--- src/rtl/handshake_receiver_fifo.sv ---
// Receiving end of an 8-bit valid/ready link: first-word-fall-through FIFO feeding a local consumer.
// Optional statistics outputs (rx_count, ovf_seen) are enabled by defining HS_RX_STATS_EN.
module handshake_receiver_fifo #(
  parameter int DATA_WIDTH = 8,
  parameter int DEPTH      = 4,
  parameter int ADDR_WIDTH = 2
) (
  input  logic                  clk,
  input  logic                  rst,
  input  logic                  in_valid,
  input  logic [DATA_WIDTH-1:0] in_data,
  output logic                  in_ready,
  output logic                  out_valid,
  output logic [DATA_WIDTH-1:0] out_data,
  input  logic                  out_ready,
`ifdef HS_RX_STATS_EN
  output logic [15:0]           rx_count,
  output logic [0:0]            ovf_seen,
`endif
  output logic [ADDR_WIDTH:0]   level
);

  localparam logic [ADDR_WIDTH:0]   FULL_LEVEL = DEPTH;
  localparam logic [ADDR_WIDTH:0]   LEVEL_ONE  = 1;
  localparam logic [ADDR_WIDTH-1:0] PTR_ONE    = 1;

  logic [DATA_WIDTH-1:0] mem_r [DEPTH];
  logic [ADDR_WIDTH-1:0] wr_ptr_r;
  logic [ADDR_WIDTH-1:0] rd_ptr_r;
  logic [ADDR_WIDTH:0]   level_r;
  logic [ADDR_WIDTH:0]   level_nx_s;
  logic                  out_valid_r;
  logic                  full_r;
  logic                  rdy_en_r;
  logic                  push_s;
  logic                  pop_s;

  // Handshake qualification; ready depends only on registered state.
  always_comb begin
    in_ready = rdy_en_r & ~full_r;
    push_s   = in_valid & in_ready;
    pop_s    = out_valid_r & out_ready;
  end

  // Occupancy next-state: simultaneous push and pop leave the level unchanged.
  always_comb begin
    level_nx_s = level_r;
    case ({push_s, pop_s})
      2'b10:   level_nx_s = level_r + LEVEL_ONE;
      2'b01:   level_nx_s = level_r - LEVEL_ONE;
      default: level_nx_s = level_r;
    endcase
  end

  // Pointer, level and status registers; rdy_en_r holds ready low until the first edge after release.
  always_ff @(posedge clk or posedge rst) begin
    if (rst) begin
      wr_ptr_r    <= '0;
      rd_ptr_r    <= '0;
      level_r     <= '0;
      out_valid_r <= 1'b0;
      full_r      <= 1'b0;
      rdy_en_r    <= 1'b0;
    end else begin
      rdy_en_r    <= 1'b1;
      level_r     <= level_nx_s;
      out_valid_r <= (level_nx_s != '0);
      full_r      <= (level_nx_s == FULL_LEVEL);
      if (push_s) begin
        wr_ptr_r <= wr_ptr_r + PTR_ONE;
      end else begin
        wr_ptr_r <= wr_ptr_r;
      end
      if (pop_s) begin
        rd_ptr_r <= rd_ptr_r + PTR_ONE;
      end else begin
        rd_ptr_r <= rd_ptr_r;
      end
    end
  end

  // Storage array; cleared on reset so the head word reads as zero afterwards.
  always_ff @(posedge clk or posedge rst) begin
    if (rst) begin
      for (int i = 0; i < DEPTH; i++) begin
        mem_r[i] <= '0;
      end
    end else if (push_s) begin
      mem_r[wr_ptr_r] <= in_data;
    end else begin
      mem_r[wr_ptr_r] <= mem_r[wr_ptr_r];
    end
  end

  assign out_valid = out_valid_r;
  assign out_data  = mem_r[rd_ptr_r];
  assign level     = level_r;

`ifdef HS_RX_STATS_EN
  logic [15:0] rx_count_r;
  logic        ovf_seen_r;

  // Accepted-push counter (wraps) and sticky flag for words offered while full.
  always_ff @(posedge clk or posedge rst) begin
    if (rst) begin
      rx_count_r <= 16'h0000;
      ovf_seen_r <= 1'b0;
    end else begin
      if (push_s) begin
        rx_count_r <= rx_count_r + 16'h0001;
      end else begin
        rx_count_r <= rx_count_r;
      end
      if (in_valid && full_r) begin
        ovf_seen_r <= 1'b1;
      end else begin
        ovf_seen_r <= ovf_seen_r;
      end
    end
  end

  assign rx_count    = rx_count_r;
  assign ovf_seen[0] = ovf_seen_r;
`endif

endmodule

--- config.mk ---
export PLATFORM = sky130hd
export DESIGN_NAME = handshake_receiver_fifo
export DESIGN_NICKNAME = d
export VERILOG_FILES = /design/src/rtl/handshake_receiver_fifo.sv
export SDC_FILE = /design/constraint.sdc
export NUM_CORES = 1
export LEC_CHECK = 0
export CAP_MARGIN = 25
export CELL_PAD_IN_SITES_DETAIL_PLACEMENT = 0
export CELL_PAD_IN_SITES_GLOBAL_PLACEMENT = 2
export CORE_MARGIN = 2
export CORE_UTILIZATION = 39
export CTS_CLUSTER_SIZE = 10
export DETAILED_ROUTE_END_ITERATION = 10
export PLACE_DENSITY_LB_ADDON = 0.1
export SLEW_MARGIN = 20
export SYNTH_ARGS = -nofsm -noshare
export SYNTH_HDL_FRONTEND = slang
export SYNTH_SLANG_ARGS = --single-unit
--- constraint.sdc ---
create_clock -name clk -period 4.2 [get_ports clk]
set_input_delay 1.26 -clock clk [delete_from_list [all_inputs] [get_ports clk]]
set_output_delay 1.26 -clock clk [all_outputs]
set_load 0.02 [all_outputs]
; Word-level counts from Yosys, hierarchy flattened
; Cells that the tools add are included.
; Widths: inputs -> output; s select.
[totals]
regBits = 42
in_bits = 12
out_inout_bits = 13
[op_classes]
n_addsub = 4
order_cmp = 3
n_eq_ne = 3
n_mux = 12
bitwise_logic = 6
n_reduce_logical = 2
[op_table]
columns = cell, count
row1 = $bwmux 32, 2
row2 = $mux 8, 5
row3 = $bmux 8 s2, 2
row4 = $mux 32, 1
row5 = $demux 8 s2, 1
row6 = $ge 3x3->1 const B, 2
row7 = $not 2->3, 2
row8 = $pmux 3 s2, 1
row9 = $add 2x1->2 const B, 2
row10 = $add 3x1->3 const B, 1
row11 = $and 1x1->1, 3
row12 = $eq 3x3->1 const B, 1
row13 = $lt 3x1->1 const B, 1
row14 = $reduce_bool 3->1, 1
row15 = $sub 3x1->3 const B, 1
row16 = $eq 2x1->1 const B, 1
row17 = $eq 2x2->1 const B, 1
row18 = $logic_and 1x1->1, 1
row19 = $not 1->1, 1

; Depth between registers and ports, before layout
[depth]
depth_word = 7
mapped_depth = 7
mapped_depth_nobuf = 6

; Worst setup path before layout
; No wires, ideal clock.
[synth_timing]
kind = input -> register
startpoint = input in_valid
endpoint = register full_r
arrival_ns = 2.873
required_time_ns = 4.116
setup_slack_ns = 1.243
cell_stages = 7
cell_sequence = nand3b_1 -> buf_6 -> ha_1 -> fa_1 -> xnor2_1 -> or3_1 -> a21boi_0
[synth_via]
elab_chain_len = 4
word_cells_on_any_way = 5
classes_between = eq/ne (3) / mux (1) / bitwise (1)
[synth_lines]
columns = item, line_no
row1 = from (decl), 10  ; input logic in_valid,
row2 = $and 1x1->1 *, 41  ; push_s = in_valid & in_ready;
row3 = $eq 2x1->1 or $eq 2x2->1 (tied branches), 48  ; case ({push_s, pop_s})
row4 = $pmux 3 s2 *, 48
row5 = $eq 3x3->1 *, 68  ; full_r <= (level_nx_s == FULL_LEVEL);
row6 = to (signal assigned), 68
row7 = to (decl), 33  ; logic full_r;
; Mark *: on every way between the ends. The rest lies on a longest branch, timed or not.
; A chain may end at the register's enable or synchronous reset.

; Worst setup path in the final report
[layout_timing]
startpoint = register rd_ptr_r[1]
endpoint = output out_data[1]
[layout_via]
elab_chain_len = 4
[layout_lines]
columns = item, line_no
row1 = from (decl), 29  ; logic [ADDR_WIDTH-1:0] rd_ptr_r;
row2 = from (signal assigned), 75  ; rd_ptr_r <= rd_ptr_r + PTR_ONE;
row3 = from (signal assigned), 77  ; rd_ptr_r <= rd_ptr_r;
row4 = $not 2->3 (not written as such), 96  ; assign out_data = mem_r[rd_ptr_r];
row5 = $bmux 8 s2, 96
row6 = $mux 8 (not written as such) (2 in series), 96
row7 = to (decl), 14  ; output logic [DATA_WIDTH-1:0] out_data,
; Every way passes these cells. The select of a mux whose other input is x is not followed.

==> flow_summary_export.csv <==
group,metric,value,unit
synthesis,synth_cell_type_count,26,
cts,cts_tree,"done",
worst_setup_path,crit_arrival,2.13,ns
worst_setup_path,setup.worst_path.end_class,"output port",
power,internal-power,0.001222,W
synthesis,yosysWarnings,0,
worst_setup_path,required,2.94,ns
worst_setup_path,startpoint_type,"flop",
power,vdd_drop_max,0.3020,mV
layout,diodes,0,
timing,tightest_slew,0.7146,ns
layout,drive_above_1_share,17.19,%
synthesis,yosysSeqAreaShare,48.22,%
drt,ant_nets,0,
drt,drtPass1Iterations,4,
cts,ctsResizeCount,0,
power,power_frac_seq,37.6,%
timing,setup_violations,0,
cts,cts_setup_buffers,0,
synthesis,ys_ff_latch,42,
worst_setup_path,r2r-start,"full_r",
floorplanning,placementRows,27,
worst_setup_path,ff2ff_path_depth,6,
grt,grt-ovfl-total,0,
layout,nFillCells,505,
timing,timing.fmax,294.6,MHz
floorplanning,die_h,78.76,um
power,power_switching,0.0008251,W
flow_run,drv_cap,0,
floorplanning,die_w,78.76,um
cts,clkTransAtPathRegs,0.07,ns
layout,fin_nets,210,
floorplanning,ios,25,
timing,max_slew_margin,52.36,%
drt,drc,0,
timing,rsz0062_at_grt,"no",
cts,cts.htree.levels,2,
drt,post_drt_via_cell_ratio,5.299,
power,pwr-share-clk,11.6,%
outcome,status,"complete, no violations",
synthesis,syn_inst,172,
grt,antenna_found_initial,0,
drt,post_drt_wl_per_cell,16.77,um
grt,grt_usage,16.01,%
floorplanning,core_region_area,5439,sq um
worst_setup_path,path_max_fanout,9,
timing,fin_crit,3.394,ns
power,swShare,40.31,%
drt,drt-initial-drc-count,57,
drt,wl,4.427,mm
power,powerDensity,810.0,nW/um^2
worst_setup_path,startpoint,"rd_ptr_r[1]",
grt,grt_max_degree,43,
timing,hold_viol_final,0,
placed_design,port_buffers,24,
timing,setup_tns,0,ns
cts,clock_latency,0.29,ns
synthesis,syn_area_per_cell,12.67,sq um
power,p_leak,0.9567,nW
cts,root_buffer,"clkbuf_8",
worst_setup_path,worstSetupPathType,"flop to output port",
layout,post-route-util,46.47,%
hold_path,min_from,"mem_r[12]",
floorplanning,start_util,40.07,%
placed_design,globalplace.congestion,0.7201,
timing,min_period_over_period,80.82,%
grt,grt_pass1_wl,7.355,mm
power,p_comb_share,50.8,%
placed_design,dp_hpwl,2.951,mm
cts,cts_made_buffers,5,
cts,clock-sinks,42,
timing,slew_viol_final,0,
cts,cts_hold_buf,0,
hold_path,hold_path_class,"flop to flop",
hold_path,hold_path_depth,2,
drt,vias,1399,
synthesis,syn_area,2180,sq um
cts,clockBufferDepth,2,
grt,grt_pass1_vias,1470,
synthesis,synthesis.nets,190,
timing,finClkSkew,0.002705,ns
floorplanning,dieArea,6202,sq um
layout,area_delta_synth_final,15.96,%
-- placed cells by master (no fill, tap or decap), types with 2 or more instances in the layout --
cell              n
clkbuf_8          5
xnor2_1           4
mux2i_4           8
dfrtp_1          42
inv_1             3
nand2_1           2
mux4_2           16
buf_4             2
ha_1              5
clkbuf_1          2
mux2_2            2
a21oi_1          32
clkdlybuf4s50_1  24
nor2_1           33
-- cell usage after synthesis (all sizes together) --
cell	count	area [sq um]
a21boi	1	7.510
nand3b	1	7.510
ha	5	62.56
dfrtp	42	1051
xnor2	4	35.03
a21o	1	7.510
a21oi	32	160.2
clkbuf	4	15.01
xor2	1	8.760
buf	9	58.80
nand2	2	7.510
nand3	1	5.000
fa	1	20.02
nor2	33	123.9
inv	3	11.26
mux2i	8	180.2
o21ai	1	5.000
or3	1	6.260
conb	1	3.750
mux4	16	360.4
mux2	2	22.52
nor3b	1	7.510
nor2b	1	6.260
and2	1	6.260
-- metrics by stage --
stage,cell area [sq um],std cells,worst slack (ns),hold slack [ns],total power [W]
floorplan,2180,172,1.243,0.5000,0.001515
global placement,2451,257,1.018,0.5208,0.001786
detailed placement,2451,257,0.9119,0.5390,0.001821
CTS,2527,264,0.7651,0.5558,0.002073
global route,2527,264,0.6991,0.5865,0.002204
finish,2527,264,0.8055,0.5512,0.002047
-- critical path, cell delays in order, from the launching register on --
cell and delay [ns]:
dfrtp_1 0.70, mux4_2 0.59, clkdlybuf4s50_1 0.56
-- routing by layer --
metal  part of all wire (%)  wire, um  track usage (%)
met2                     53      2351            27.78
met1                     42      1872            19.97
met5                      0         0                0
met3                    3.7       166            3.409
met4                   0.81        36            5.263
-- power groups by stage --
stage	Sequential [W]	Combinational, W	Clock (W)
finish	0.000769	0.00104	0.000238
global route	0.000804	0.00113	0.000270
CTS	0.000772	0.00105	0.000250
detailed placement	0.000780	0.00104	0
global placement	0.000769	0.00102	0
floorplan	0.000672	0.000844	0
-- registers in the layout, indices dropped and copies added (netlist names) --
register and count:
full_r 1, level 3, mem_r 32, out_valid 1, rd_ptr_r 2, rdy_en_r 1, wr_ptr_r 2
-- final timing paths --
path / slack, ns / end
max: 0.81 / out_data[1]
min: 0.55 / mem_r[12]
max reg2reg: 2.19 / full_r
min reg2reg: 0.55 / mem_r[12]
max in group asynchronous: 2.44 / mem_r[12]
min in group asynchronous: 1.40 / level[0]
-- cell families after synthesis --
logic type | share of synthesized area [%]
buffers and inverters | 3.903
AOI/OAI and AO/OA | 8.266
and+or+nand+nor | 7.808
muxes | 25.83
adders and majority gates | 3.789
other | 0.1721
xor gates and xnor gates | 2.009
DFF | 48.22
-- area by class of cell --
cell class	count	area (sq um)	share of cell area [%]
Sequential cell	42	1051	41.58
Multi-Input combinational cell	114	1044	41.29
Timing Repair Buffer	26	255.2	10.10
Tap cell	72	90.09	3.564
Clock buffer	7	76.32	3.020
Inverter	3	11.26	0.4455
Power figures use the tool's default switching activity.
